`config.mk`:
```
export PLATFORM = sky130hd
export DESIGN_NAME = unified_mem_arbiter
export DESIGN_NICKNAME = d
export VERILOG_FILES = /design/src/rtl/riscv_mem_pkg.sv /design/src/rtl/arb_tag_pipe.sv /design/src/rtl/unified_mem_arbiter.sv
export SDC_FILE = /design/constraint.sdc
export NUM_CORES = 1
export LEC_CHECK = 0
export ABC_AREA = 0
export BUFFER_PORTS_ARGS = -buffer_cell sky130_fd_sc_hd__clkbuf_2
export CAP_MARGIN = 20
export CORE_AREA = 2 2 107 109
export CTS_CLUSTER_DIAMETER = 80
export DETAILED_ROUTE_END_ITERATION = 16
export DIE_AREA = 0 0 109 111
export SKIP_LAST_GASP = 1
export SLEW_MARGIN = 5
export SYNTH_ARGS = -nofsm -noshare
export SYNTH_HDL_FRONTEND = slang
export SYNTH_SLANG_ARGS = --single-unit
export TNS_END_PERCENT = 1
```
`constraint.sdc`:
```
create_clock -name clk -period 4.2 [get_ports clk]
set_input_delay 0.84 -clock clk [delete_from_list [all_inputs] [get_ports clk]]
set_output_delay 0.84 -clock clk [all_outputs]
set_load 0.05 [all_outputs]
```
`src/rtl/riscv_mem_pkg.sv`:
```
// Shared types and helpers for the unified memory arbiter: requester ids,
// func3 access modes, response tags and the alignment check.
package riscv_mem_pkg;

    typedef enum logic {
        SRC_IF = 1'b0,
        SRC_D  = 1'b1
    } src_e;

    localparam logic [2:0] F3_B  = 3'b000;
    localparam logic [2:0] F3_H  = 3'b001;
    localparam logic [2:0] F3_W  = 3'b010;
    localparam logic [2:0] F3_BU = 3'b100;
    localparam logic [2:0] F3_HU = 3'b101;

    typedef struct packed {
        logic valid;
        src_e src;
    } tag_t;

    // Halfword accesses need addr[0]=0, word accesses need addr[1:0]=0.
    function automatic logic is_misaligned(input logic [2:0] mode, input logic [1:0] addr_lo);
        case (mode[1:0])
            2'b01:   return addr_lo[0];
            2'b10:   return (addr_lo != 2'b00);
            default: return 1'b0;
        endcase
    endfunction

endpackage

```
`src/rtl/arb_tag_pipe.sv`:
```
// Response tag shift register: one {valid, src} entry per memory latency cycle.
// Flush drops fetch entries already in flight without touching the entry being pushed.
module arb_tag_pipe
    import riscv_mem_pkg::*;
#(
    parameter int DEPTH = 1
) (
    input  logic clk,
    input  logic rst,
    input  logic push_valid_i,
    input  src_e push_src_i,
    input  logic flush_if_i,
    output tag_t tail_o
);

    tag_t [DEPTH-1:0] pipe_q;
    tag_t [DEPTH-1:0] pipe_d;

    always_comb begin
        pipe_d          = '0;
        pipe_d[0].valid = push_valid_i;
        pipe_d[0].src   = push_src_i;
        for (int i = 1; i < DEPTH; i++) begin
            pipe_d[i] = pipe_q[i-1];
            if (flush_if_i && (pipe_q[i-1].src == SRC_IF)) begin
                pipe_d[i].valid = 1'b0;
            end
        end
    end

    always_ff @(posedge clk or posedge rst) begin
        if (rst) begin
            pipe_q <= '0;
        end else begin
            pipe_q <= pipe_d;
        end
    end

    assign tail_o = pipe_q[DEPTH-1];

endmodule

```
`src/rtl/unified_mem_arbiter.sv`:
```
// Single-clock request/grant arbiter sharing one memory port between fetch and
// load/store, with starvation relief for fetch and tagged response routing.
module unified_mem_arbiter
    import riscv_mem_pkg::*;
#(
    parameter int ADDR_W      = 32,
    parameter int DATA_W      = 32,
    parameter int MEM_LATENCY = 1,
    parameter int STARVE_MAX  = 4
) (
    input  logic              clk,
    input  logic              rst,
    input  logic              if_req,
    input  logic [ADDR_W-1:0] if_addr,
    input  logic              if_flush,
    output logic              if_gnt,
    output logic              if_rvalid,
    output logic [DATA_W-1:0] if_rdata,
    input  logic              d_req,
    input  logic              d_we,
    input  logic [2:0]        d_mode,
    input  logic [ADDR_W-1:0] d_addr,
    input  logic [DATA_W-1:0] d_wdata,
    output logic              d_gnt,
    output logic              d_err,
    output logic              d_rvalid,
    output logic [DATA_W-1:0] d_rdata,
    output logic              mem_en,
    output logic              mem_we,
    output logic [2:0]        mem_mode,
    output logic [ADDR_W-1:0] mem_addr,
    output logic [DATA_W-1:0] mem_wdata,
    input  logic [DATA_W-1:0] mem_rdata
);

    localparam int CNT_W = $clog2(STARVE_MAX + 1);

    logic [CNT_W-1:0] starve_cnt_q;
    logic [CNT_W-1:0] starve_cnt_d;
    logic             grant_if;
    logic             grant_d;
    logic             d_misaligned;
    logic             read_push;
    src_e             push_src;
    tag_t             tail;

    assign d_misaligned = is_misaligned(d_mode, d_addr[1:0]);

    // Grants are held off during reset so every output reads 0 while rst is high.
    always_comb begin
        grant_if = 1'b0;
        grant_d  = 1'b0;
        if (!rst) begin
            if (if_req && (starve_cnt_q == CNT_W'(STARVE_MAX))) begin
                grant_if = 1'b1;
            end else if (d_req) begin
                grant_d = 1'b1;
            end else if (if_req) begin
                grant_if = 1'b1;
            end
        end
    end

    always_comb begin
        mem_en    = 1'b0;
        mem_we    = 1'b0;
        mem_mode  = '0;
        mem_addr  = '0;
        mem_wdata = '0;
        push_src  = SRC_D;
        if (grant_if) begin
            mem_en   = 1'b1;
            mem_mode = F3_W;
            mem_addr = if_addr;
            push_src = SRC_IF;
        end else if (grant_d && !d_misaligned) begin
            mem_en    = 1'b1;
            mem_we    = d_we;
            mem_mode  = d_mode;
            mem_addr  = d_addr;
            mem_wdata = d_we ? d_wdata : '0;
        end
    end

    assign read_push = mem_en && !mem_we;
    assign if_gnt    = grant_if;
    assign d_gnt     = grant_d;
    assign d_err     = grant_d && d_misaligned;

    always_comb begin
        starve_cnt_d = starve_cnt_q;
        if (grant_if || !if_req) begin
            starve_cnt_d = '0;
        end else if (grant_d && (starve_cnt_q != CNT_W'(STARVE_MAX))) begin
            starve_cnt_d = starve_cnt_q + CNT_W'(1);
        end
    end

    always_ff @(posedge clk or posedge rst) begin
        if (rst) begin
            starve_cnt_q <= '0;
        end else begin
            starve_cnt_q <= starve_cnt_d;
        end
    end

    arb_tag_pipe #(
        .DEPTH(MEM_LATENCY)
    ) u_tag_pipe (
        .clk         (clk),
        .rst         (rst),
        .push_valid_i(read_push),
        .push_src_i  (push_src),
        .flush_if_i  (if_flush),
        .tail_o      (tail)
    );

    // A flush also hides the fetch response arriving in the same cycle.
    assign if_rvalid = tail.valid && (tail.src == SRC_IF) && !if_flush;
    assign d_rvalid  = tail.valid && (tail.src == SRC_D);
    assign if_rdata  = if_rvalid ? mem_rdata : '0;
    assign d_rdata   = d_rvalid ? mem_rdata : '0;

endmodule

```
==> results.yml <==
outcome:
  run_status: "finished clean"
logic_synthesis:
  synth.top_cells.by_area: "a32o_2, and3_1, and2_1"
  count_of_cell_types_in_the_netlist: 31
  ys_ff_latch: 5
  syn_nets: 377
  synth.largest_area_cell: "a32o_2"
  synth_seq_area_share_pct: 7.65
  post_synth_instance_area_um2: 1640
  syn-instance-count: 236
  yosys_warnings: 0
  netlist.area_leader.share_pct: 13.8
  post_synth.cell_area_avg_um2: 6.93
final_layout:
  drive_above_1_share_pct: 63.5
  final_std_cells_w_o_fill: 633
  syn2layout_area_growth_pct: 89.6
  nFillCells: 1246
  num_antenna_cells: 0
  finish.net_count: 632
sta:
  hold_violation_count_in_the_final_report: 0
  setup_repair_after_global_routing_missed_its_margin: "false"
  timing_max_transition_violations_final: 0
  final_worst_clock_skew_ps: 2.04
  timing.setup.tns_ps: 0
  hold_slack_ps: 556
  finalWorstPathRequiredPeriod_ps: 3340
  slew-limit-headroom_pct: 43.2
  max_slew.worst_pin.slew_ps: 852
  layout_worst_path_cycle_share_pct: 79.4
  postLayoutSetupSlackWorst_ps: 864
  max_freq_mhz: 300
  setup-violations-final: 0
cts:
  postCtsSetupBuffers: 0
  number_of_clock_buffers_inserted_by_tritoncts: 3
  clockRootBuffer: "clkbuf_16"
  worst_skew_pair.late_latency_ps: 230
  cts-htree-levels: 1
  cts-hold-fix-buffers: 0
  cts.repair.resized: 0
  numClockSinks: 5
  tritoncts: "built"
  clk_transition_reported_paths_ps: 30
  clock_tree.buffer_depth: 2
setup_path:
  crit_path_start_kind: "primary input"
  worstPathBufferInverterCount: 4
  cp_top_family: "buffers and inverters"
  cp_max_fo: 38
  critical_path_arrival_ps: 2500
  timing.critical_path.slowest_stage_cell: "inv_2"
  critical-path-max-stage-delay_ps: 470
  path_common_cell: "clkbuf_2"
  worst_path_cell_trace: "clkbuf_2 -> nor2b_2 -> nand2_1 -> buf_4 -> inv_2 -> a32o_2 -> clkbuf_2"
  cp-end-kind: "output port"
  reg2reg_setup_slack_ps: 2700
  timing_worst_setup_path_type: "in2out"
  required_ps: 3360
power_and_ir_drop:
  worst_vdd_drop_uv: 120
  power.density_cell_area_nw_per_um2: 195
  switching_power_w: 0.000311
  total_leakage_power_nw: 2.01
  pwr-share-comb_pct: 64.7
  power.sequential.fraction_pct: 8.9
  p_int_w: 0.000294
  switching_part_of_the_total_power_pct: 51.4
  clock_power_share_pct: 26.4
detailed_routing:
  drt_wl_total_um: 7720
  wl_per_cell_um: 12.2
  routed-via-count: 2703
  final_antenna_net_count: 0
  first_pass_iters: 4
  drtIter0Drc: 125
  residual_drc_count: 0
  post_drt_via_cell_ratio: 4.27
die:
  chip_width_um: 109
  design.portCount: 275
  start_util_pct: 14.8
  die_area_um2: 12100
  fp.coreArea_um2: 11100
  die_height_um: 111
  rows: 39
global_route:
  grt.total_usage_pct: 11.5
  antenna_violations_before_repair: 0
  grt_pass1_wl_um: 11200
  maximum_number_of_pins_on_one_net_before_global_route_repair: 39
  first_global_vias: 2140
  gr-total-overflow: 0
worst_hold_path:
  holdCritPathClass: "reg2reg"
placed_design:
  io_buffer_count: 274
  dp_slack_ps: 863
  gpl.final_weighted_congestion: 0.756
  dp_cells: 629
  dp.final_hpwl_um: 6280
job:
  drv.max_cap_violation_count: 0
-- metrics by stage --
step / utilization, % / total power [W] / area [um^2]
4_1_cts: 28.0 / 0.000609 / 3100
6_report: 28.0 / 0.000605 / 3100
3_5_place_dp: 27.3 / 0.000447 / 3020
3_3_place_gp: 27.3 / 0.000447 / 3020
2_1_floorplan: - / 0.000332 / 1640
5_1_grt: 28.0 / 0.000638 / 3100
-- worst register-to-register path, cell delays in order, from the launching register on --
cell     delay (ps)
dfrtp_1         390
inv_1            90
ha_1            210
nand3_1         100
nand2_1          80
buf_4           350
o31ai_1         140
-- cells in the mapped netlist, drive strengths merged --
cell,instances
ha,4
dfrtp,5
nand3b,1
nor2b,2
a32o,32
nor3,33
nand4,1
clkbuf,12
and3,34
o21ai,3
a21o,1
o31ai,2
a21bo,1
nor2,1
nand3,2
nand2,38
a21boi,3
and2,33
a21oi,1
nor3b,2
buf,18
inv,7
-- placed cells by master (no fill, tap or decap) --
master / count
o21ai_0: 2
clkbuf_16: 3
nand3_1: 2
a21bo_2: 1
and3_1: 34
a21oi_2: 1
clkbuf_2: 274
nor2b_1: 1
a32o_1: 12
o31ai_1: 2
inv_2: 2
ha_1: 4
dfrtp_1: 5
nor3b_2: 1
clkbuf_1: 1
nand2_1: 37
a21boi_0: 3
nor2b_2: 1
nand2_4: 1
nor2_1: 1
nand3b_1: 1
inv_1: 5
a32o_2: 20
nor3b_1: 1
nor3_1: 33
a21o_1: 1
buf_4: 6
nand4_1: 1
and2_1: 33
o21ai_2: 1
-- worst paths after layout --
kind / startpoint / to / cells past startpoint
worst min-delay path: starve_cnt_q[0] / starve_cnt_q[0] / 2
worst max-delay path: rst / mem_addr[6] / 7
max in group asynchronous: rst / starve_cnt_q[0] / 2
worst max register to register: starve_cnt_q[0] / u_tag_pipe.tail_o[1] / 6
min in group asynchronous: rst / starve_cnt_q[1] / 2
worst min register to register: starve_cnt_q[0] / starve_cnt_q[0] / 2
-- logic make-up (layout without fill, tap and decap cells) --
logic type               after synthesis  after routing  share of synthesized area [%]
AO/OA/AOI/OAI                         43             43                           26.2
adder cells (fa/ha/maj)                4              4                           3.06
buffers and inverters                 37            291                           14.4
flip-flops                             5              5                           7.65
AND/OR/NAND/NOR                      147            147                           48.7
-- final cells by class --
type                            instances  area (um^2)  share of cell area (%)
Timing Repair Buffer                  280         1420                    45.7
Multi-Input combinational cell        194         1270                    41.1
Tap cell                              143          179                    5.77
Sequential cell                         5          125                    4.04
Clock buffer                            4         78.8                    2.54
Inverter                                7         26.3                   0.847
-- power by group through the flow --
stage,Clock [W],Combinational [W],Sequential (W)
2_1_floorplan,0,0.000279,0.0000524
3_3_place_gp,0,0.000393,0.0000544
3_5_place_dp,0,0.000393,0.0000543
4_1_cts,0.000162,0.000394,0.0000538
5_1_grt,0.000167,0.000416,0.0000542
6_report,0.000160,0.000392,0.0000538
-- metal layers --
layer | global-route usage [%] | wire [um]
met1 | 16.4 | 3410
met2 | 18.2 | 3510
met3 | 1.53 | 739
met4 | 2.48 | 65
met5 | 0 | 0
-- state kept, by name, indices dropped and copies added, names as in the netlist --
| name | cells |
|---|---|
| u_tag_pipe.tail_o | 2 |
| starve_cnt_q | 3 |
Power figures use the tool's default switching activity.
